**config.mk**
```make
export PLATFORM = sky130hd
export DESIGN_NAME = bus_transfer_controller_flat
export DESIGN_NICKNAME = d
export VERILOG_FILES = /design/src/rtl/bus_transfer_controller_if.sv /design/src/rtl/bus_transfer_controller.sv /design/src/flat_wrapper.sv
export SDC_FILE = /design/constraint.sdc
export NUM_CORES = 1
export LEC_CHECK = 0
export ABC_AREA = 1
export CORE_UTILIZATION = 46
export DETAILED_ROUTE_END_ITERATION = 8
export PLACE_DENSITY = 0.7
export SYNTH_ARGS = -nofsm -noshare
export SYNTH_HDL_FRONTEND = slang
export SYNTH_SLANG_ARGS = --single-unit
export TNS_END_PERCENT = 100
```
**constraint.sdc**
```tcl
create_clock -name BC_clock -period 2.6 [get_ports BC_clock]
set_input_delay 0.65 -clock BC_clock [delete_from_list [all_inputs] [get_ports BC_clock]]
set_output_delay 0.65 -clock BC_clock [all_outputs]
set_load 0.05 [all_outputs]
```
**src/rtl/bus_transfer_controller_if.sv**
```systemverilog
// Bus-slot handshake between requesters and the bus transfer controller.
// Carries the requests, the enables driven onto the shared tri-state bus, and the acks.
interface bus_transfer_controller_if #(
  parameter int unsigned N_SRC = 4,
  parameter int unsigned N_DST = 4,
  parameter int unsigned DST_W = 2
);
  logic [N_SRC-1:0]       BC_req;
  logic [N_SRC*DST_W-1:0] BC_req_dst;
  logic [N_SRC-1:0]       BC_src_output_en;
  logic [N_DST-1:0]       BC_dst_load_en;
  logic [N_SRC-1:0]       BC_ack;
  logic                   BC_err;
  logic                   BC_busy;

  modport master (
    output BC_req, BC_req_dst,
    input  BC_src_output_en, BC_dst_load_en, BC_ack, BC_err, BC_busy
  );

  modport slave (
    input  BC_req, BC_req_dst,
    output BC_src_output_en, BC_dst_load_en, BC_ack, BC_err, BC_busy
  );
endinterface

```
**src/rtl/bus_transfer_controller.sv**
```systemverilog
// Round-robin sequencer for the shared 16-bit tri-state data bus: drive, load, ack.
// All outputs come straight from flops, computed from the next state.
module bus_transfer_controller #(
  parameter int unsigned N_SRC         = 4,
  parameter int unsigned N_DST         = 4,
  parameter int unsigned DST_W         = 2,
  parameter int unsigned SETTLE_CYCLES = 1
) (
  input  logic                        BC_clock,
  input  logic                        BC_reset,
  bus_transfer_controller_if.slave    bus
);
  localparam int unsigned SRC_W = (N_SRC > 1) ? $clog2(N_SRC) : 1;
  localparam int unsigned CNT_W = 4;

  typedef enum logic [1:0] {IDLE, DRIVE, LOAD, ACK} state_t;

  state_t             state_q, state_d;
  logic [SRC_W-1:0]   grant_q, grant_d;
  logic [SRC_W-1:0]   rr_q, rr_d;
  logic [DST_W-1:0]   dst_q, dst_d;
  logic [CNT_W-1:0]   cnt_q, cnt_d;
  logic [N_SRC-1:0]   src_en_q, src_en_d;
  logic [N_DST-1:0]   load_q, load_d;
  logic [N_SRC-1:0]   ack_q, ack_d;
  logic               err_q, err_d;
  logic               busy_q, busy_d;

  logic [DST_W-1:0]   req_dst [N_SRC];
  logic               found;
  int unsigned        idx;

  always_comb begin
    for (int unsigned k = 0; k < N_SRC; k++) begin
      req_dst[k] = bus.BC_req_dst[k*DST_W +: DST_W];
    end
  end

  // Next-state logic, then registered outputs derived from the next state.
  always_comb begin
    state_d  = state_q;
    grant_d  = grant_q;
    rr_d     = rr_q;
    dst_d    = dst_q;
    cnt_d    = cnt_q;
    found    = 1'b0;
    idx      = 0;
    src_en_d = '0;
    load_d   = '0;
    ack_d    = '0;
    err_d    = 1'b0;

    unique case (state_q)
      IDLE: begin
        for (int unsigned k = 0; k < N_SRC; k++) begin
          idx = (32'(rr_q) + k) % N_SRC;
          if (!found && bus.BC_req[SRC_W'(idx)]) begin
            found   = 1'b1;
            grant_d = SRC_W'(idx);
            dst_d   = req_dst[SRC_W'(idx)];
          end
        end
        if (found) begin
          cnt_d   = CNT_W'(SETTLE_CYCLES);
          state_d = DRIVE;
        end
      end
      DRIVE: begin
        cnt_d = cnt_q - CNT_W'(1);
        if (cnt_q <= CNT_W'(1)) state_d = LOAD;
      end
      LOAD: state_d = ACK;
      ACK: begin
        rr_d    = (grant_q == SRC_W'(N_SRC - 1)) ? '0 : grant_q + SRC_W'(1);
        state_d = IDLE;
      end
      default: state_d = IDLE;
    endcase

    busy_d = (state_d != IDLE);
    for (int unsigned k = 0; k < N_SRC; k++) begin
      if (grant_d == SRC_W'(k)) begin
        src_en_d[k] = (state_d == DRIVE) || (state_d == LOAD);
        ack_d[k]    = (state_d == ACK);
      end
    end
    // An out-of-range destination matches no load enable.
    for (int unsigned j = 0; j < N_DST; j++) begin
      load_d[j] = (state_d == LOAD) && (32'(dst_d) == j);
    end
    err_d = (state_d == ACK) && (32'(dst_d) >= N_DST);
  end

  always_ff @(posedge BC_clock) begin
    if (!BC_reset) begin
      state_q  <= IDLE;
      grant_q  <= '0;
      rr_q     <= '0;
      dst_q    <= '0;
      cnt_q    <= '0;
      src_en_q <= '0;
      load_q   <= '0;
      ack_q    <= '0;
      err_q    <= 1'b0;
      busy_q   <= 1'b0;
    end else begin
      state_q  <= state_d;
      grant_q  <= grant_d;
      rr_q     <= rr_d;
      dst_q    <= dst_d;
      cnt_q    <= cnt_d;
      src_en_q <= src_en_d;
      load_q   <= load_d;
      ack_q    <= ack_d;
      err_q    <= err_d;
      busy_q   <= busy_d;
    end
  end

  assign bus.BC_src_output_en = src_en_q;
  assign bus.BC_dst_load_en   = load_q;
  assign bus.BC_ack           = ack_q;
  assign bus.BC_err           = err_q;
  assign bus.BC_busy          = busy_q;
endmodule

```
**src/flat_wrapper.sv**
```systemverilog
// flat-port wrapper written by rule: the top's interface ports become plain ports
module bus_transfer_controller_flat 
#(
  parameter int unsigned N_SRC         = 4,
  parameter int unsigned N_DST         = 4,
  parameter int unsigned DST_W         = 2,
  parameter int unsigned SETTLE_CYCLES = 1
)
  (BC_clock, BC_reset, bus_BC_req, bus_BC_req_dst, bus_BC_src_output_en, bus_BC_dst_load_en, bus_BC_ack, bus_BC_err, bus_BC_busy);
  bus_transfer_controller_if #(.N_SRC(N_SRC), .N_DST(N_DST), .DST_W(DST_W)) bus_i ();
  input  logic BC_clock;
  input  logic BC_reset;
  input wire logic [$bits(bus_i.BC_req)-1:0] bus_BC_req;
  input wire logic [$bits(bus_i.BC_req_dst)-1:0] bus_BC_req_dst;
  output wire logic [$bits(bus_i.BC_src_output_en)-1:0] bus_BC_src_output_en;
  output wire logic [$bits(bus_i.BC_dst_load_en)-1:0] bus_BC_dst_load_en;
  output wire logic [$bits(bus_i.BC_ack)-1:0] bus_BC_ack;
  output wire logic [$bits(bus_i.BC_err)-1:0] bus_BC_err;
  output wire logic [$bits(bus_i.BC_busy)-1:0] bus_BC_busy;
  assign bus_i.BC_req = bus_BC_req;
  assign bus_i.BC_req_dst = bus_BC_req_dst;
  assign bus_BC_src_output_en = bus_i.BC_src_output_en;
  assign bus_BC_dst_load_en = bus_i.BC_dst_load_en;
  assign bus_BC_ack = bus_i.BC_ack;
  assign bus_BC_err = bus_i.BC_err;
  assign bus_BC_busy = bus_i.BC_busy;
  bus_transfer_controller #(.N_SRC(N_SRC), .N_DST(N_DST), .DST_W(DST_W), .SETTLE_CYCLES(SETTLE_CYCLES)) u_core (.BC_clock(BC_clock), .BC_reset(BC_reset), .bus(bus_i));
endmodule
```
==> Implementation_results.wiki, run 1 <==
{| class="wikitable"
! Metric !! Value
|-
| Gate family responsible for the most delay along the worst path || simple AND/OR/NAND/NOR gates
|-
| I/O pin total || 28
|-
| Detailed Route Iter0 Violations || 73
|-
| Ratio of final minimum period to clock period || 88.4%
|-
| Worst setup path class || input pin to register
|-
| Routability congestion estimate from global placement || 0.841
|-
| CTS Buffer Depth || 2
|-
| Cell mode on critical path || sky130_fd_sc_hd__inv_1
|-
| CP endpoint kind || register
|-
| Number of register bits inferred by synthesis || 25
|-
| Detailed-routed wire length on met2 || 1580 µm
|-
| Maximum cell stage delay along the critical path || ~440 ps
|-
| Switch Pwr || between 1 and 1.5 mW
|-
| Width of the chip || about 63 µm
|-
| Largest voltage drop on the vdd net || 778 µV
|-
| Fraction of final layout cells with drive strength greater than 1 || 15.0%
|-
| Net count, final || 322
|-
| Initial Utilization || 50.0%
|-
| Diode count || 0
|-
| Average size of a mapped cell || 6.38 µm²
|-
| Startpoint of the most critical setup path || bus_BC_req[2]
|-
| Average wire per cell in the routed design || slightly below 10 µm
|-
| Number of resized instances in the post-cts repair step || 0
|-
| Clock tree from TritonCTS || yes
|-
| Die Area || just over 0.004 mm²
|-
| Reg2reg start || u_core.rr_q[1]$_SDFFE_PN0N_
|-
| Sequential power share || 24.8%
|-
| Area taken by flip-flops and latches || around 500 µm²
|-
| Switching part of the total power || 50.9%
|-
| Worst-path cell chain || clkdlybuf4s50_1 -> inv_1 -> nand2_1 -> nand3_2 -> nand2_4 -> nor2_8 -> nand3_1 -> nand2_2 -> inv_2 -> nor3_2 -> inv_1 -> ha_1 -> inv_1 -> nor3_1
|-
| Count of buffering cells on the critical path with inverters included || 5
|-
| Nature of the critical path startpoint || input pin
|-
| Combinational share of power || 65.4%
|-
| Core Rows || 21
|-
| Worst min path class || register to register
|-
| Input/output buffers || 26
|-
| Uppermost routed layer || met3
|-
| Overall Global Routing Usage || 18.5%
|-
| Remaining Overflow, GRT || 0
|-
| Start point of the worst hold path || u_core.cnt_q[1]$_SDFFE_PN0P_
|-
| Worst path arrival time || 2460 ps
|-
| Drt drc || 0
|-
| Final max-slew violation count || 0
|-
| Sequential cell area fraction in the yosys report || 28.8%
|-
| Number of nets in the synthesized netlist || 292
|-
| H-tree level count || 1
|-
| Vias in the first global route || 1,435
|-
| Total power draw || 2.29 mW
|-
| Buffer count from post-CTS setup fixing || 0
|-
| Global-route wire length before repair || between 6000 and 7000 µm
|-
| Clock edge transition at the registers on the reported setup and hold paths || 90 ps
|-
| Number of antenna violations at the first check in global routing || 0
|-
| Area of the multi-input gates || 0.00101 mm²
|-
| Power Internal || 1.13 mW
|-
| Pin count of the biggest net entering global routing || 21
|-
| Clock root buffer || sky130_fd_sc_hd__clkbuf_8
|-
| Clk network pwr share || 9.8%
|-
| Clock buffer count from CTS || 3
|-
| Wire length on met1 || 1670 µm
|-
| Area grow syn2layout || 20.5%
|-
| Power density over cell area || 1100 mW/mm²
|-
| Met3 layer wire length in the routed design || 115 µm
|-
| Post-Route WL || 3370 µm
|-
| Worst slew slack as a fraction of its limit || approximately 66%
|-
| Total negative setup slack || 0 ps
|-
| Final hold vios || 0
|-
| Die height || 63.4 µm
|-
| Least-Margin Pin Slew || 505 ps
|-
| Clock period minus worst slack || 2300 ps
|-
| DP Worst Slack || between 6 and 7 ps
|-
| Clock Skews || about 5.4 ps
|-
| CTS sink count || 25
|-
| Antenna-violating nets left || 0
|-
| # fillers || between 300 and 400
|-
| Cell with the largest stage delay on the worst path || sky130_fd_sc_hd__clkdlybuf4s50_1
|-
| DRT Pass-1 Iters || 4
|-
| Unrepaired setup endpoints after global routing || no
|-
| Post-synth cell types || 31
|-
| Final setup violation count || 0
|-
| Critical path required time || 2760 ps
|-
| Post-synthesis instance area || 0.00174 mm²
|-
| Achievable frequency || 0.435 GHz
|-
| Count of yosys warnings during synthesis || 0
|-
| Floorplan core area || 0.00347 mm²
|-
| Maximum fanout encountered on the critical timing path || 4
|-
| Fin cells || 347
|-
| P_leak || between 1 and 1.5 nW
|-
| Max-Cap Viols || 0
|-
| Quantity of hold-fixing buffers added after cts || 0
|-
| Source-to-sink clock delay at the later pin of the worst-skew pair || between 200 and 300 ps
|-
| Total vias in the final route || 1,631
|-
| Placed wire-length estimate after detailed placement || ~2700 µm
|-
| Post-synthesis instance total || 272
|-
| Via density || 4.70
|-
| Result of the run || finished clean
|-
| Number of cells after detailed placement || around 340
|-
| Worst setup slack after layout || 301 ps
|}
==> cell families (layout without fill, tap and decap cells) <==
family                   count (synthesis)  in the layout  synth area share [%]
flip-flops                              25             25                  28.8
AO/OA/AOI/OAI                           24             24                  7.93
XOR/XNOR                                 1              1                 0.505
buffers and inverters                   50             79                  12.7
AND/OR/NAND/NOR                        165            165                  45.5
adder cells (fa/ha/maj)                  6              6                  4.33
other                                    1              1                 0.216
==> stage by stage <==
step	hold slack (ps)	utilization [%]	area (µm²)
global placement	461	58.9	2040
detailed placement	459	58.9	2040
finish	467	60.3	2090
CTS	471	60.3	2090
global route	489	60.3	2090
floorplan	439	-	1740
==> worst register-to-register path: stages (launching register included) <==
cell                      delay [ps]
sky130_fd_sc_hd__dfxtp_1         560
sky130_fd_sc_hd__inv_4           130
sky130_fd_sc_hd__nand2_1         100
sky130_fd_sc_hd__nand2_2         140
sky130_fd_sc_hd__nand2_2         120
sky130_fd_sc_hd__nand2_4          80
sky130_fd_sc_hd__nor2_8           80
sky130_fd_sc_hd__nand3_1          80
sky130_fd_sc_hd__nand2_2          80
sky130_fd_sc_hd__inv_2            50
sky130_fd_sc_hd__nor3_2          230
sky130_fd_sc_hd__inv_1            80
sky130_fd_sc_hd__ha_1            190
sky130_fd_sc_hd__inv_1           120
sky130_fd_sc_hd__nor3_1           80
==> per-layer routing <==
metal	track usage, %	up-vias
li1	-	895
met1	23.3	710
met2	33.0	26
met3	3.26	0
met4	2.84	0
met5	0	-
==> synthesized netlist by cell type <==
master                     instances  area (µm²)
sky130_fd_sc_hd__inv_4             1        6.26
sky130_fd_sc_hd__a21oi_1           7        35.0
sky130_fd_sc_hd__inv_1            38         143
sky130_fd_sc_hd__o21ai_0          11        55.1
sky130_fd_sc_hd__dfxtp_1          25         500
sky130_fd_sc_hd__nand2_2          16         100
sky130_fd_sc_hd__nor3_2            3        30.0
sky130_fd_sc_hd__buf_2             3        15.0
sky130_fd_sc_hd__buf_6             3        33.8
sky130_fd_sc_hd__a21oi_2           1        8.76
sky130_fd_sc_hd__o211ai_1          1        7.51
sky130_fd_sc_hd__inv_2             4        15.0
sky130_fd_sc_hd__nand2_4           3        33.8
sky130_fd_sc_hd__ha_1              6        75.1
sky130_fd_sc_hd__nand4_1           2        12.5
sky130_fd_sc_hd__nor2_8            1        20.0
sky130_fd_sc_hd__buf_4             1        7.51
sky130_fd_sc_hd__nand2_1          89         334
sky130_fd_sc_hd__o21ai_2           1        8.76
sky130_fd_sc_hd__nor2_2            1        6.26
sky130_fd_sc_hd__nand3_2           2        20.0
sky130_fd_sc_hd__nor3_1            2        10.0
sky130_fd_sc_hd__conb_1            1        3.75
sky130_fd_sc_hd__o21ai_1           1        5.00
sky130_fd_sc_hd__or2_2             1        6.26
sky130_fd_sc_hd__nand3_1          23         115
sky130_fd_sc_hd__nand3_4           1        17.5
sky130_fd_sc_hd__nor2_1           19        71.3
sky130_fd_sc_hd__or2_1             2        12.5
sky130_fd_sc_hd__o311ai_0          2        17.5
sky130_fd_sc_hd__xor2_1            1        8.76
==> cell usage in the layout (no fill, tap or decap), types with 2 or more instances in the layout <==
| cell | n |
|---|---|
| sky130_fd_sc_hd__a21oi_1 | 7 |
| sky130_fd_sc_hd__buf_4 | 6 |
| sky130_fd_sc_hd__clkbuf_8 | 3 |
| sky130_fd_sc_hd__clkdlybuf4s50_1 | 26 |
| sky130_fd_sc_hd__dfxtp_1 | 25 |
| sky130_fd_sc_hd__ha_1 | 6 |
| sky130_fd_sc_hd__inv_1 | 38 |
| sky130_fd_sc_hd__inv_2 | 4 |
| sky130_fd_sc_hd__nand2_1 | 89 |
| sky130_fd_sc_hd__nand2_2 | 16 |
| sky130_fd_sc_hd__nand2_4 | 3 |
| sky130_fd_sc_hd__nand3_1 | 23 |
| sky130_fd_sc_hd__nand3_2 | 2 |
| sky130_fd_sc_hd__nand4_1 | 2 |
| sky130_fd_sc_hd__nor2_1 | 19 |
| sky130_fd_sc_hd__nor3_1 | 2 |
| sky130_fd_sc_hd__nor3_2 | 3 |
| sky130_fd_sc_hd__o21ai_0 | 11 |
| sky130_fd_sc_hd__o311ai_0 | 2 |
| sky130_fd_sc_hd__or2_1 | 2 |
==> area by class of cell <==
cell class	count	share of cell area [%]
multi-input combinational	197	48.5
tap	46	2.75
sequential	25	23.9
clock inverter	1	0.359
clock buffer	3	1.97
inverter	43	7.84
timing repair buffer	32	14.6
==> state kept, by name, indices dropped and copies added, names as in the netlist <==
name,count
u_core.grant_q,2
u_core.cnt_q,4
u_core.bus.BC_busy,1
u_core.rr_q,2
u_core.bus.BC_dst_load_en,4
u_core.state_q,2
u_core.dst_q,2
u_core.bus.BC_src_output_en,4
u_core.bus.BC_ack,4
==> power groups by stage <==
| stage | combinational, mW | clock, mW | sequential (mW) |
|---|---|---|---|
| floorplan | 1.05 | 0 | 0.701 |
| global placement | 1.50 | 0 | 0.578 |
| detailed placement | 1.50 | 0 | 0.579 |
| CTS | 1.51 | 0.231 | 0.570 |
| global route | 1.71 | 0.247 | 0.583 |
| finish | 1.50 | 0.226 | 0.569 |
==> final timing paths <==
path / slack (ps) / to / cells after the start
worst max-delay path: 300 / u_core.bus.BC_ack[1]$_SDFF_PN0_ / 14
worst min-delay path: 470 / u_core.cnt_q[1]$_SDFFE_PN0P_ / 2
worst max register to register: 360 / u_core.bus.BC_ack[1]$_SDFF_PN0_ / 14
worst min register to register: 470 / u_core.cnt_q[1]$_SDFFE_PN0P_ / 2
No activity file was read; power rests on OpenSTA's default activity.
==> inputs of run 2 (changes only) <==
==> constraint.sdc (replaced) <==
create_clock -name BC_clock -period 2.8 [get_ports BC_clock]
set_input_delay 0.7 -clock BC_clock [delete_from_list [all_inputs] [get_ports BC_clock]]
set_output_delay 0.7 -clock BC_clock [all_outputs]
set_load 0.05 [all_outputs]
==> run 2 against run 1 <==
Against the previous run:
- total power fell by 7.1%
- wire length rose by 5.6%
- design area fell by 0.36%
- critical path depth fell by 1
- global-route usage rose by 1.3 points
- first-iteration DRC count rose by 2.7%
- sequential power fell by 6.9%
- final cell count fell by 0.29%
==> Implementation_results.wiki, run 2 (same netlist as run 1, synthesis figures left out) <==
{| class="wikitable"
! Metric !! Value
|-
| Result of the run || finished clean
|-
| CP endpoint kind || register
|-
| Worst path arrival time || 2590 ps (+130 ps)
|-
| Vias in the first global route || 1,469 (+2.4%)
|-
| End of the worst hold path || u_core.cnt_q[1]$_SDFFE_PN0P_
|-
| Clock root buffer || sky130_fd_sc_hd__clkbuf_8
|-
| Antenna-violating nets left || 0 (unchanged)
|-
| Power density over cell area || 1020 mW/mm² (-6.8%)
|-
| Detailed Route Iter0 Violations || 75 (+2.7%)
|-
| Total power draw || 2.13 mW (-7.1%)
|-
| Reg2reg start || u_core.rr_q[1]$_SDFFE_PN0N_
|-
| Nature of the critical path startpoint || input pin
|-
| Pin count of the biggest net entering global routing || 19 (-9.5%)
|-
| Depth of the worst register-to-register path || 13 (-1)
|-
| Least-Margin Pin Slew || 505 ps (+0.331 ps)
|-
| Die height || 63.4 µm (unchanged)
|-
| # fillers || 341 (-2.8%)
|-
| Final hold vios || 0 (unchanged)
|-
| Global-route wire length before repair || 6420 µm (+5.9%)
|-
| I/O pin total || 28 (unchanged)
|-
| Number of antenna violations at the first check in global routing || 0 (unchanged)
|-
| Instance area after placement || 0.00203 mm² (-0.37%)
|-
| Input/output buffers || 26 (unchanged)
|-
| Critical path required time || 2960 ps (+200 ps)
|-
| Worst Hold Slack || 464 ps (-2.42 ps)
|-
| Final max-slew violation count || 0 (unchanged)
|-
| Initial Utilization || 50.0% (unchanged)
|-
| Clock edge transition at the registers on the reported setup and hold paths || 90 ps (about the same)
|-
| Start point of the worst hold path || u_core.cnt_q[1]$_SDFFE_PN0P_
|-
| Buffer count from post-CTS setup fixing || 0 (unchanged)
|-
| Worst slew slack as a fraction of its limit || 66.2% (about the same)
|-
| Diode count || 0 (unchanged)
|-
| Remaining Overflow, GRT || 0 (unchanged)
|-
| Worst min path class || register to register
|-
| Drt drc || 0 (unchanged)
|-
| Unrepaired setup endpoints after global routing || no
|-
| Total vias in the final route || 1,627 (-0.25%)
|-
| DRT Pass-1 Iters || 4 (unchanged)
|-
| Max-Cap Viols || 0 (unchanged)
|-
| Fin cells || 346 (-0.29%)
|-
| Achievable frequency || 0.412 GHz
|-
| Area grow syn2layout || 20.0%
|-
| Source-to-sink clock delay at the later pin of the worst-skew pair || 270 ps (about the same)
|-
| Width of the chip || 63.4 µm (unchanged)
|-
| Die Area || 0.00402 mm² (unchanged)
|-
| Clock period minus worst slack || 2430 ps
|-
| Crit Reg-Reg Endpoint || u_core.bus.BC_src_output_en[1]$_SDFF_PN0_
|-
| Floorplan core area || 0.00347 mm² (unchanged)
|-
| Fraction of final layout cells with drive strength greater than 1 || 14.7% (-0.28 points)
|-
| Average wire per cell in the routed design || 10.3 µm (+5.9%)
|-
| Ratio of final minimum period to clock period || 86.7%
|-
| Largest voltage drop on the vdd net || 640 µV (-18%)
|-
| CTS Buffer Depth || 2 (unchanged)
|-
| H-tree level count || 1 (unchanged)
|-
| Number of resized instances in the post-cts repair step || 0 (unchanged)
|-
| Clock Skews || 3.38 ps (-2.00 ps)
|-
| Maximum fanout encountered on the critical timing path || 5 (+1)
|-
| Routability congestion estimate from global placement || 0.858 (+2.1%)
|-
| Quantity of hold-fixing buffers added after cts || 0 (unchanged)
|-
| Clock buffer count from CTS || 3 (unchanged)
|-
| Worst Hold Path Cells || 2 (unchanged)
|-
| Post-route cell area || 0.00208 mm² (-0.36%)
|-
| Worst reg-to-reg setup slack || 530 ps (+170 ps)
|-
| Area taken by flip-flops and latches || 500 µm² (unchanged)
|-
| Area of the multi-input gates || 0.00101 mm² (unchanged)
|-
| Core Rows || 21 (unchanged)
|-
| Placed wire-length estimate after detailed placement || 2860 µm (+5.8%)
|-
| CTS sink count || 25 (unchanged)
|-
| Net count, final || 321 (-0.31%)
|-
| Overall Global Routing Usage || 19.8% (+1.3 points)
|-
| Total negative setup slack || 0 ps (unchanged)
|-
| P_leak || 1.04 nW (-0.41%)
|-
| Highest-count cells in the layout ignoring fill and taps || 89 x sky130_fd_sc_hd__nand2_1, 38 x sky130_fd_sc_hd__inv_1, 26 x sky130_fd_sc_hd__clkdlybuf4s50_1
|-
| Worst setup path class || input pin to register
|-
| Final setup violation count || 0 (unchanged)
|-
| Post-Route WL || 3560 µm (+5.6%)
|-
| Number of cells after detailed placement || 342 (-0.29%)
|-
| Via density || 4.70 (about the same)
|-
| Most common library cell in the layout ignoring fill and taps || sky130_fd_sc_hd__nand2_1
|-
| Clock tree from TritonCTS || yes
|}
run 2: worst max-delay path: stages:
cell	delay (ps)
sky130_fd_sc_hd__clkdlybuf4s50_1	440
sky130_fd_sc_hd__inv_1	90
sky130_fd_sc_hd__nand2_1	70
sky130_fd_sc_hd__nand3_2	130
sky130_fd_sc_hd__nand2_4	100
sky130_fd_sc_hd__nor2_8	110
sky130_fd_sc_hd__nand3_1	80
sky130_fd_sc_hd__nand2_2	100
sky130_fd_sc_hd__inv_2	50
sky130_fd_sc_hd__nor3_2	220
sky130_fd_sc_hd__ha_1	290
sky130_fd_sc_hd__inv_1	130
sky130_fd_sc_hd__nor3_1	70
run 2: worst max-delay path by stage:
stage                       start                                        end  slack, ps
CTS                 bus_BC_req[1]  u_core.bus.BC_src_output_en[1]$_SDFF_PN0_        380
detailed placement  bus_BC_req[1]  u_core.bus.BC_src_output_en[1]$_SDFF_PN0_        110
floorplan           bus_BC_req[1]  u_core.bus.BC_src_output_en[1]$_SDFF_PN0_        660
global route        bus_BC_req[1]  u_core.bus.BC_src_output_en[1]$_SDFF_PN0_        180
global placement    bus_BC_req[0]  u_core.bus.BC_src_output_en[1]$_SDFF_PN0_        180
finish              bus_BC_req[1]  u_core.bus.BC_src_output_en[1]$_SDFF_PN0_        370
run 2: through the flow:
step	util, %	worst slack (ps)
after floorplan	-	659
after global placement	58.7	176
after detailed placement	58.7	108
after CTS	60.1	381
after global routing	60.1	178
final	60.1	372
run 2: area by class of cell:
class | instances | area share (%)
clock buffer | 3 | 1.98
timing repair buffer | 31 | 14.3
sequential | 25 | 24.0
tap | 46 | 2.76
clock inverter | 1 | 0.360
inverter | 43 | 7.87
multi-input combinational | 197 | 48.7
run 2: report_power, final:
| group | total [mW] | internal [mW] | switching (mW) |
|---|---|---|---|
| clock network | 0.213 | 0.101 | 0.112 |
| registers | 0.530 | 0.467 | 0.0631 |
| logic | 1.39 | 0.465 | 0.924 |
run 2: routing by layer:
metal	GRT usage (%)	part of all wire, %	up-vias
met1	27.6	51	704
met4	3.41	0.53	0
met3	3.80	4.1	2
met2	31.5	44	29
met5	0	0	-
li1	-	-	892
==> inputs of run 3 (changes only) <==
--- a/config.mk
+++ b/config.mk
@@ -6,9 +6,9 @@
 export NUM_CORES = 1
 export LEC_CHECK = 0
 export ABC_AREA = 1
-export CORE_UTILIZATION = 46
+export CORE_UTILIZATION = 45
 export DETAILED_ROUTE_END_ITERATION = 8
-export PLACE_DENSITY = 0.7
+export PLACE_DENSITY = 0.69
 export SYNTH_ARGS = -nofsm -noshare
 export SYNTH_HDL_FRONTEND = slang
 export SYNTH_SLANG_ARGS = --single-unit
==> run 3 against run 2 <==
Against the previous run:
- maximum frequency is 2.1% higher
- clock power hardly changed
- sequential power is 2% lower
- largest power group unchanged
- non-clock buffer count stayed put
- hold slack better by 4.2 ps
- critical path type unchanged
- design area is 0.12% higher
- final cell count is 0.58% higher
- wire length is 4.5% lower
- utilization is 3.5 points lower
==> Implementation_results.wiki, run 3 (same netlist as run 1, synthesis figures left out) <==
{| class="wikitable"
! Metric !! Value
|-
| Via density || 4.62 (-1.7%)
|-
| Clock Skews || 4.01 ps (+0.624 ps)
|-
| Worst reg-to-reg setup slack || 710 ps (+180 ps)
|-
| CTS sink count || 25 (unchanged)
|-
| Post-Route WL || 3400 µm (-4.5%)
|-
| Startpoint of the most critical setup path || bus_BC_req[3]
|-
| Clock tree from TritonCTS || yes
|-
| Remaining Overflow, GRT || 0 (unchanged)
|-
| Clock period minus worst slack || 2380 ps (-49.1 ps)
|-
| Number of resized instances in the post-cts repair step || 0 (unchanged)
|-
| I/O pin total || 28 (unchanged)
|-
| Clock root buffer || sky130_fd_sc_hd__clkbuf_8
|-
| Global-route wire length before repair || 6000 µm (-6.6%)
|-
| Placed wire-length estimate after detailed placement || 2700 µm (-5.4%)
|-
| Crit Reg-Reg Endpoint || u_core.bus.BC_src_output_en[1]$_SDFF_PN0_
|-
| Clock buffer count from CTS || 3 (unchanged)
|-
| Core Rows || 22 (+4.8%)
|-
| Most common library cell in the layout ignoring fill and taps || sky130_fd_sc_hd__nand2_1
|-
| Unrepaired setup endpoints after global routing || no
|-
| Largest voltage drop on the vdd net || 532 µV (-17%)
|-
| Average wire per cell in the routed design || 9.78 µm (-5.1%)
|-
| DRT Pass-1 Iters || 4 (unchanged)
|-
| Vias in the first global route || 1,416 (-3.6%)
|-
| Diode count || 0 (unchanged)
|-
| P_leak || 1.04 nW (unchanged)
|-
| Detailed Route Iter0 Violations || 78 (+4.0%)
|-
| Fraction of final layout cells with drive strength greater than 1 || 14.7% (unchanged)
|-
| Quantity of hold-fixing buffers added after cts || 0 (unchanged)
|-
| Worst Hold Path Cells || 2 (unchanged)
|-
| Number of antenna violations at the first check in global routing || 0 (unchanged)
|-
| Ratio of final minimum period to clock period || 85.0% (-1.8 points)
|-
| Drt drc || 0 (unchanged)
|-
| H-tree level count || 1 (unchanged)
|-
| Pin count of the biggest net entering global routing || 21 (+2)
|-
| Die Area || 0.00411 mm² (+2.2%)
|-
| Worst path arrival time || 2540 ps (-50 ps)
|-
| Routability congestion estimate from global placement || 0.867 (+0.94%)
|-
| Width of the chip || 64.1 µm (+1.1%)
|-
| Antenna-violating nets left || 0 (unchanged)
|-
| Result of the run || finished clean
|-
| Input/output buffers || 26 (unchanged)
|-
| Source-to-sink clock delay at the later pin of the worst-skew pair || 270 ps (about the same)
|-
| Worst setup path class || input pin to register
|-
| Fin cells || 348 (+0.58%)
|-
| Total vias in the final route || 1,608 (-1.2%)
|-
| Nature of the critical path startpoint || input pin
|-
| Buffer count from post-CTS setup fixing || 0 (unchanged)
|-
| Number of cells after detailed placement || 344 (+0.58%)
|-
| Overall Global Routing Usage || 18.1% (-1.7 points)
|-
| Final hold vios || 0 (unchanged)
|-
| Die height || 64.1 µm (+1.1%)
|-
| Floorplan core area || 0.00369 mm² (+6.3%)
|-
| Reg2reg start || u_core.rr_q[0]$_SDFFE_PN0N_
|-
| Critical path required time || 2960 ps (about the same)
|-
| Maximum fanout encountered on the critical timing path || 5 (unchanged)
|-
| Power density over cell area || 1020 mW/mm² (-0.62%)
|-
| Final setup violation count || 0 (unchanged)
|-
| Total negative setup slack || 0 ps (unchanged)
|-
| Max-Cap Viols || 0 (unchanged)
|-
| Initial Utilization || 47.0% (-3.0 points)
|-
| Least-Margin Pin Slew || 512 ps (+6.28 ps)
|-
| CTS Buffer Depth || 2 (unchanged)
|-
| Capturing element of the worst setup path || u_core.bus.BC_src_output_en[1]$_SDFF_PN0_
|-
| Highest-count cells in the layout ignoring fill and taps || 89 x sky130_fd_sc_hd__nand2_1, 38 x sky130_fd_sc_hd__inv_1, 26 x sky130_fd_sc_hd__clkdlybuf4s50_1
|-
| Clock edge transition at the registers on the reported setup and hold paths || 80 ps (about the same)
|-
| Area grow syn2layout || 20.2%
|-
| Worst slew slack as a fraction of its limit || 65.8% (-0.44 points)
|-
| Net count, final || 321 (unchanged)
|-
| Depth of the worst register-to-register path || 12 (-1)
|-
| Final max-slew violation count || 0 (unchanged)
|-
| CP endpoint kind || register
|-
| Worst min path class || register to register
|-
| # fillers || 372 (+9.1%)
|-
| Achievable frequency || 0.420 GHz (+2.1%)
|}
[run 3: cell counts in the layout (fill, tap and decap cells not counted)]
Identical to the previous run, type by type.
[run 3: worst min path at each step]
| stage | startpoint | endpoint | slack [ps] |
|---|---|---|---|
| 3_3_place_gp | u_core.cnt_q[1]$_SDFFE_PN0P_ | u_core.cnt_q[1]$_SDFFE_PN0P_ | 450 |
| 4_1_cts | u_core.cnt_q[1]$_SDFFE_PN0P_ | u_core.cnt_q[1]$_SDFFE_PN0P_ | 480 |
| 3_5_place_dp | u_core.cnt_q[1]$_SDFFE_PN0P_ | u_core.cnt_q[1]$_SDFFE_PN0P_ | 470 |
| 2_1_floorplan | u_core.cnt_q[1]$_SDFFE_PN0P_ | u_core.cnt_q[1]$_SDFFE_PN0P_ | 440 |
| 5_1_grt | u_core.cnt_q[1]$_SDFFE_PN0P_ | u_core.cnt_q[1]$_SDFFE_PN0P_ | 490 |
| 6_report | u_core.cnt_q[1]$_SDFFE_PN0P_ | u_core.cnt_q[1]$_SDFFE_PN0P_ | 470 |
[run 3: critical path, stage by stage]
cell and delay [ps]:
sky130_fd_sc_hd__clkdlybuf4s50_1 440, sky130_fd_sc_hd__inv_1 100, sky130_fd_sc_hd__nand2_2 50, sky130_fd_sc_hd__nand3_2 110
sky130_fd_sc_hd__nand2_4 100, sky130_fd_sc_hd__nor2_8 110, sky130_fd_sc_hd__nand3_1 80, sky130_fd_sc_hd__nand2_2 100
sky130_fd_sc_hd__inv_2 50, sky130_fd_sc_hd__nor3_2 210, sky130_fd_sc_hd__ha_1 280, sky130_fd_sc_hd__inv_1 130
sky130_fd_sc_hd__nor3_1 80
[run 3: layout make-up]
class,instances,area [µm²],area share (%)
repair buffers,31,298,14.3
multi-input cells,197,1010,48.7
flip-flops and latches,25,500,24.0
clock buffers,3,41.3,1.98
well taps,48,60.1,2.88
inverters,43,164,7.86
clock inverters,1,7.51,0.360
[run 3: per-stage QoR]
step	setup slack [ps]	hold slack [ps]	cell area, µm²	power, mW	util (%)
after floorplan	659	439	1740	1.62	-
final	421	468	2090	2.12	56.5
after global placement	200	448	2040	1.91	55.2
after CTS	415	477	2090	2.14	56.5
after global routing	192	490	2090	2.34	56.5
after detailed placement	126	466	2040	1.92	55.2
[run 3: layer usage]
metal  global-route usage (%)  share of wire [%]  vias to the layer above
li1                         -                  -                      893
met1                     24.6                 52                      685
met2                     30.2                 44                       26
met3                     3.21                2.9                        4
met4                     3.06               0.53                        0
met5                        0                  0                        -
[run 3: report_power, final]
| group | total, mW | internal (mW) | switching, mW |
|---|---|---|---|
| Sequential | 0.522 | 0.467 | 0.0550 |
| Combinational | 1.39 | 0.463 | 0.922 |
| Clock | 0.214 | 0.101 | 0.113 |
